<file path="config.mk">
export PLATFORM = sky130hd
export DESIGN_NAME = idelay_eye_scan
export DESIGN_NICKNAME = d
export VERILOG_FILES = /design/src/rtl/idelay_eye_scan.sv
export SDC_FILE = /design/constraint.sdc
export NUM_CORES = 1
export LEC_CHECK = 0
export CORE_ASPECT_RATIO = 0.5
export CORE_UTILIZATION = 54
export DETAILED_ROUTE_END_ITERATION = 8
export GPL_ROUTABILITY_DRIVEN = 1
export PLACE_DENSITY = 0.78
export SLEW_MARGIN = 20
export SYNTH_ARGS = -nofsm -noshare
export SYNTH_HDL_FRONTEND = slang
export SYNTH_SLANG_ARGS = --single-unit
</file>
<file path="constraint.sdc">
create_clock -name clk -period 3.5 [get_ports clk]
set_input_delay 0.35 -clock clk [delete_from_list [all_inputs] [get_ports clk]]
set_output_delay 0.35 -clock clk [all_outputs]
set_load 0.02 [all_outputs]
</file>
<file path="src/rtl/idelay_eye_scan.sv">
`default_nettype none
// ============================================================================
// Module   : idelay_eye_scan
// Brief    : Sweeps an input-delay tap range, finds the widest error-free
//            window against a training pattern and loads its centre tap.
// Revision : 1.0 - initial release
// ============================================================================
module idelay_eye_scan #(
    parameter int                TAP_MAX       = 511,
    parameter int                TAP_STEP      = 8,
    parameter int                WORD_W        = 8,
    parameter logic [WORD_W-1:0] TRAIN_PATTERN = 8'hA5,
    parameter int                SAMPLE_WORDS  = 256,
    parameter int                SETTLE_CYCLES = 16,
    parameter int                ACK_TIMEOUT   = 1023
) (
    input  logic              clk,
    input  logic              rst_n,
    input  logic              start,
    output logic [8:0]        tap_value,
    input  logic              tap_done,
    input  logic              data_valid,
    input  logic [WORD_W-1:0] data_word,
    output logic              busy,
    output logic              done,
    output logic              fail,
    output logic [8:0]        best_tap,
    output logic [8:0]        window_len
);

    localparam logic [9:0]  c_tap_max      = 10'(TAP_MAX);
    localparam logic [9:0]  c_tap_step     = 10'(TAP_STEP);
    localparam logic [15:0] c_sample_words = 16'(SAMPLE_WORDS);
    localparam logic [15:0] c_settle_last  = 16'(SETTLE_CYCLES - 1);
    localparam logic [15:0] c_ack_timeout  = 16'(ACK_TIMEOUT);

    typedef enum logic [3:0] {
        IDLE      = 4'd0,
        SET_TAP   = 4'd1,
        WAIT_ACK  = 4'd2,
        SETTLE    = 4'd3,
        SAMPLE    = 4'd4,
        EVAL      = 4'd5,
        APPLY     = 4'd6,
        APPLY_ACK = 4'd7,
        FINISH    = 4'd8
    } state_t;

    state_t      r_state, w_state_nx;
    logic [8:0]  r_tap_value, r_cur_tap, r_best_tap, r_window_len;
    logic        r_busy, r_done, r_fail;
    logic [15:0] r_ack_timer, r_settle_cnt, r_word_cnt, r_err_cnt;
    logic [1:0]  r_blank;
    logic [8:0]  r_run_start, r_best_start;
    logic [9:0]  r_run_len, r_best_len;

    logic        w_ack, w_timeout, w_pass, w_last, w_close;
    logic [9:0]  w_next;
    logic [8:0]  w_new_start, w_close_start, w_center;
    logic [9:0]  w_new_len, w_close_len;
    logic [15:0] w_half;

    // The sequencer's done lags a tap change by a registered cycle, so the
    // first two cycles after a new request cannot be trusted.
    assign w_ack     = (r_blank == 2'd2) && tap_done;
    assign w_timeout = (r_ack_timer >= c_ack_timeout);

    assign w_pass      = (r_err_cnt == 16'd0);
    assign w_next      = {1'b0, r_cur_tap} + c_tap_step;
    assign w_last      = (w_next > c_tap_max);
    assign w_new_start = (r_run_len == 10'd0) ? r_cur_tap : r_run_start;
    assign w_new_len   = r_run_len + 10'd1;
    // A run still open at the end of the sweep is closed with this point included.
    assign w_close       = !w_pass || w_last;
    assign w_close_start = w_pass ? w_new_start : r_run_start;
    assign w_close_len   = w_pass ? w_new_len : r_run_len;

    assign w_half   = ((16'(r_best_len) - 16'd1) * 16'(TAP_STEP)) >> 1;
    assign w_center = r_best_start + 9'(w_half);

    always_ff @(posedge clk or negedge rst_n) begin
        if (!rst_n) r_state <= IDLE;
        else        r_state <= w_state_nx;
    end

    always_comb begin
        w_state_nx = r_state;
        case (r_state)
            IDLE:      if (start) w_state_nx = SET_TAP;
            SET_TAP:   w_state_nx = WAIT_ACK;
            WAIT_ACK: begin
                if (w_ack)          w_state_nx = SETTLE;
                else if (w_timeout) w_state_nx = IDLE;
            end
            SETTLE:    if (r_settle_cnt >= c_settle_last) w_state_nx = SAMPLE;
            SAMPLE:    if (r_word_cnt == c_sample_words) w_state_nx = EVAL;
            EVAL:      w_state_nx = w_last ? APPLY : SET_TAP;
            APPLY:     w_state_nx = (r_best_len == 10'd0) ? FINISH : APPLY_ACK;
            APPLY_ACK: begin
                if (w_ack)          w_state_nx = FINISH;
                else if (w_timeout) w_state_nx = IDLE;
            end
            FINISH:    w_state_nx = IDLE;
            default:   w_state_nx = IDLE;
        endcase
    end

    always_ff @(posedge clk or negedge rst_n) begin
        if (!rst_n) begin
            r_tap_value  <= 9'd0;
            r_cur_tap    <= 9'd0;
            r_best_tap   <= 9'd0;
            r_window_len <= 9'd0;
            r_busy       <= 1'b0;
            r_done       <= 1'b0;
            r_fail       <= 1'b0;
            r_ack_timer  <= 16'd0;
            r_settle_cnt <= 16'd0;
            r_word_cnt   <= 16'd0;
            r_err_cnt    <= 16'd0;
            r_blank      <= 2'd0;
            r_run_start  <= 9'd0;
            r_run_len    <= 10'd0;
            r_best_start <= 9'd0;
            r_best_len   <= 10'd0;
        end else begin
            case (r_state)
                IDLE: begin
                    if (start) begin
                        r_busy       <= 1'b1;
                        r_done       <= 1'b0;
                        r_fail       <= 1'b0;
                        r_best_tap   <= 9'd0;
                        r_window_len <= 9'd0;
                        r_cur_tap    <= 9'd0;
                        r_run_start  <= 9'd0;
                        r_run_len    <= 10'd0;
                        r_best_start <= 9'd0;
                        r_best_len   <= 10'd0;
                    end
                end
                SET_TAP: begin
                    r_tap_value <= r_cur_tap;
                    r_ack_timer <= 16'd0;
                    r_blank     <= 2'd0;
                end
                WAIT_ACK, APPLY_ACK: begin
                    r_ack_timer  <= r_ack_timer + 16'd1;
                    r_settle_cnt <= 16'd0;
                    if (r_blank != 2'd2) r_blank <= r_blank + 2'd1;
                    if (!w_ack && w_timeout) begin
                        r_fail <= 1'b1;
                        r_done <= 1'b1;
                        r_busy <= 1'b0;
                    end
                end
                SETTLE: begin
                    r_settle_cnt <= r_settle_cnt + 16'd1;
                    r_word_cnt   <= 16'd0;
                    r_err_cnt    <= 16'd0;
                end
                SAMPLE: begin
                    if (r_word_cnt != c_sample_words && data_valid) begin
                        r_word_cnt <= r_word_cnt + 16'd1;
                        if (data_word != TRAIN_PATTERN && r_err_cnt != 16'hFFFF)
                            r_err_cnt <= r_err_cnt + 16'd1;
                    end
                end
                EVAL: begin
                    if (w_close && (w_close_len > r_best_len)) begin
                        r_best_start <= w_close_start;
                        r_best_len   <= w_close_len;
                    end
                    r_run_start <= w_new_start;
                    r_run_len   <= w_pass ? w_new_len : 10'd0;
                    if (!w_last) r_cur_tap <= w_next[8:0];
                end
                APPLY: begin
                    if (r_best_len == 10'd0) begin
                        r_fail       <= 1'b1;
                        r_best_tap   <= 9'd0;
                        r_window_len <= 9'd0;
                    end else begin
                        r_best_tap   <= w_center;
                        r_window_len <= 9'(r_best_len);
                        r_tap_value  <= w_center;
                        r_ack_timer  <= 16'd0;
                        r_blank      <= 2'd0;
                    end
                end
                FINISH: begin
                    r_done <= 1'b1;
                    r_busy <= 1'b0;
                end
                default: ;
            endcase
        end
    end

    assign tap_value  = r_tap_value;
    assign busy       = r_busy;
    assign done       = r_done;
    assign fail       = r_fail;
    assign best_tap   = r_best_tap;
    assign window_len = r_window_len;

endmodule
`default_nettype wire

</file>
==> metrics <==
outcome=complete, but fails checks; violated checks=negative hold slack; via/cell ratio=5.91; XOR/XNOR Fraction of Synth Area=6.13%; PwrDens=628 nW/µm²; Max VDD drop=0.420 mV; largest net degree at the start of global routing=86; FMAX=296 MHz; CTS hold repair buffers=0; Boundary Pins=43; Hold WS=-0.0544 ns; Syn Area/Cell=9.49 µm²; crit path time final=3.37 ns; endpoint class of the critical path=flop; fraction of the mapped netlist area in adder cells=4.96%; via count=6254; Place WS=0.145 ns; Core Util, Final=65.2%; main combinational cell family by area after synthesis=simple AND/OR/NAND/NOR gates; crit start category=flop; Routed WL per cell=16.3 µm; number of distinct library cells after synthesis=66; Netlist Area Pre-Place=7710 µm²; skew final=0.0121 ns; Final #Nets=896; first-pass GRT wire length=28600 µm; fin crit share=96.4%; share of post-route cells with drive strength above 1=7.74%; final WL=17300 µm; Hold WC Path Type=input pin to asynchronous set/reset pin; Total Neg Setup Slack=0 ns; diode count=0; initial antenna violation count=0; Final GP Congestion=0.908; Max stage delay on crit path=0.41 ns; CTS Root Cell=clkbuf_16; Setup-failing EPs final=0; largest area contributor in the netlist=dfrtp_1; Top FF cell, synth=dfrtp_1; setup ws final=0.127 ns; # clock sinks=144; Post-route DRC=0; Post-DP HPWL=11700 µm; Yosys reg bits=144; crit path DAT=3.69 ns; Gate Count Post-Synth=813; Die X=171 µm; area of the multi-input gates=3880 µm²; yosys warns=0; Synth Net Count=856; FP Rows=30; Worst Tran Pin Value=0.879 ns; FF/Latch Area=3600 µm²; Filler cells=1078; maximum clock insertion buffer count=2; critical path cell sequence=inv_1, ha_1, nor4b_1, nand4_1, buf_4, inv_2, buf_4, nand2_1, xnor2_2, ha_1, nand4_1, o31ai_2, o31ai_2, buf_12, and2_2, o31ai_1; Vert. Die Dim=86.5 µm; post-synth top area share=46.7%; Slowest-stage cell, CP=dfrtp_1; Levels on crit path=16; CTS tree=done; mux contribution to synthesized area=3.03%; vias in the first global route=5865; Worst Path Buf+Inv=5; family with the most delay on the worst path=simple AND/OR/NAND/NOR gates; Antenna Violating Nets Remaining=0; Leakage=3.99 nW; Max-slew headroom=40.8%; top cells by area, synth=dfrtp_1, ha_1, o21ai_0; PortBufs=42; Post-synth EDFFs=0; post-synthesis compound-gate area fraction=13.1%; H-tree depth=4; Slew Limit Fails=0; Final Hold Vio Count=37; GRT Residual Overflow=0; initial core utilization=56.1%; depth of the most critical reg-to-reg path=16; initial DRC count=602; worst-path maximum fanout=25; Worst-path clk slew=0.06 ns; DIE AREA=14800 µm²; core area=13700 µm²; Setup CP Type=flop to flop; CTS buffer count=17; post-synthesis sequential area ratio=46.7%; Worst Path Required=3.82 ns; FFs w/ async S/R, synth=100%; simple-gate portion of the synthesized area=22.7%; Syn-to-layout area delta=16.2%; Worst-Skew Late Latency=0.43 ns; Total GRT Usage=24.7%; Max-Cap Viols=0; drt pass-1 iters=7
## cell type report
type,instances,share of cell area (%)
sequential,144,40.2
timing repair buffer,52,5.82
inverter,32,1.34
clock buffer,22,5.29
tap,192,2.68
clock inverter,10,1.41
multi-input combinational,606,43.3
## logic make-up after synthesis
kind of cell | count (synthesis)
multiplexers | 22
AND/OR/NAND/NOR | 343
buffers and inverters | 63
AO/OA/AOI/OAI | 157
XOR/XNOR | 54
flip-flops | 144
adder cells (fa/ha/maj) | 30
## placed cells by master, fill, tap and decap left out, types with 7 or more instances in the layout
cell type / count
clkbuf_16: 17
or3_1: 10
and3_1: 14
inv_1: 31
buf_4: 8
o21ai_0: 63
nand4_1: 23
and2_1: 7
nor3_1: 18
clkdlybuf4s50_1: 41
xnor2_1: 25
nand3_1: 55
dfrtp_1: 144
nor2_1: 81
mux2i_1: 11
a21oi_1: 22
nor4_1: 11
a22o_1: 20
nor2b_1: 7
ha_1: 29
xor2_1: 27
nand2_1: 80
o31ai_1: 14
## what timing repair did
action | CTS | global route
setup buffers | 0 | 2
setup endpoints to repair | 0 | 16
resized for setup | 0 | 5
## where the power goes
part,internal (mW),switching [mW],total [mW]
combinational,0.674,1.09,1.76
clock,1.12,0.731,1.85
sequential,1.83,0.189,2.02
total,3.62,2.01,5.63
## through the flow
| stage | area (µm²) | total power, mW | hold slack (ns) | cells |
|---|---|---|---|---|
| floorplan | 7710 | 3.25 | 0.0544 | 813 |
| global placement | 8330 | 3.69 | 0.452 | 1024 |
| detailed placement | 8330 | 3.73 | 0.454 | 1024 |
| CTS | 8930 | 5.60 | 0.0114 | 1056 |
| global route | 8960 | 5.92 | 0.0523 | 1058 |
| finish | 8960 | 5.63 | -0.0544 | 1058 |
## per-layer routing
layer / vias to the layer above / share of wire, % / routed length (µm) / GRT usage (%)
met5: - / 0 / 0 / 0
li1: 2980 / - / - / -
met2: 190 / 48 / 8220 / 39.0
met3: 19 / 5.6 / 962 / 3.88
met4: 0 / 1.0 / 173 / 7.79
met1: 3065 / 46 / 7900 / 35.1
## registers in the layout (all words and copies together), names as in the netlist, 2 cells and up
register and cells:
r_err_cnt 16, r_run_len 10, r_state 4, r_ack_timer 16
r_blank 2, r_run_start 9, r_best_start 9, window_len 9
r_cur_tap 6, tap_value 9, best_tap 9, r_settle_cnt 16
r_word_cnt 16, r_best_len 10
## cells in the mapped netlist, types with 2 or more instances
cell type and number:
or3b_1 2, o31ai_1 15, o21bai_1 3, a22o_1 20, nor4_2 3, mux2i_1 11
mux2_2 6, o211ai_1 5, and2_1 8, inv_1 32, or3_1 10, nor2b_1 7
nor3_1 18, clkbuf_2 2, buf_1 6, nand4bb_1 3, or2_2 2, ha_1 29
nand4_1 23, and4_1 6, clkbuf_1 13, nor4b_1 2, nor3b_1 2, and3_1 14
buf_2 9, o21ai_0 63, nand2b_1 6, nor2_1 81, mux2_1 5, dfrtp_1 144
nor4_1 11, xnor2_1 27, a31oi_1 3, nand3_1 55, o21a_1 5, a21o_1 6
nand2_1 80, a21oi_1 22, xor2_1 27
## path summary, 6_finish.rpt
kind | startpoint | endpoint | slack, ns
setup / recovery | r_err_cnt[0]$_DFFE_PN0P_ | r_best_start[7]$_DFFE_PN0P_ | 0.13
hold / removal | rst_n | r_run_len[9]$_DFFE_PN0P_ | -0.05
setup reg to reg | r_err_cnt[0]$_DFFE_PN0P_ | r_best_start[7]$_DFFE_PN0P_ | 0.13
hold reg to reg | r_settle_cnt[15]$_DFFE_PN0P_ | r_settle_cnt[15]$_DFFE_PN0P_ | 0.48
max in group asynchronous | rst_n | r_err_cnt[10]$_DFFE_PN0P_ | 2.69
min in group clk | r_settle_cnt[15]$_DFFE_PN0P_ | r_settle_cnt[15]$_DFFE_PN0P_ | 0.48
Note: power is estimated with default switching activity, not from simulation.
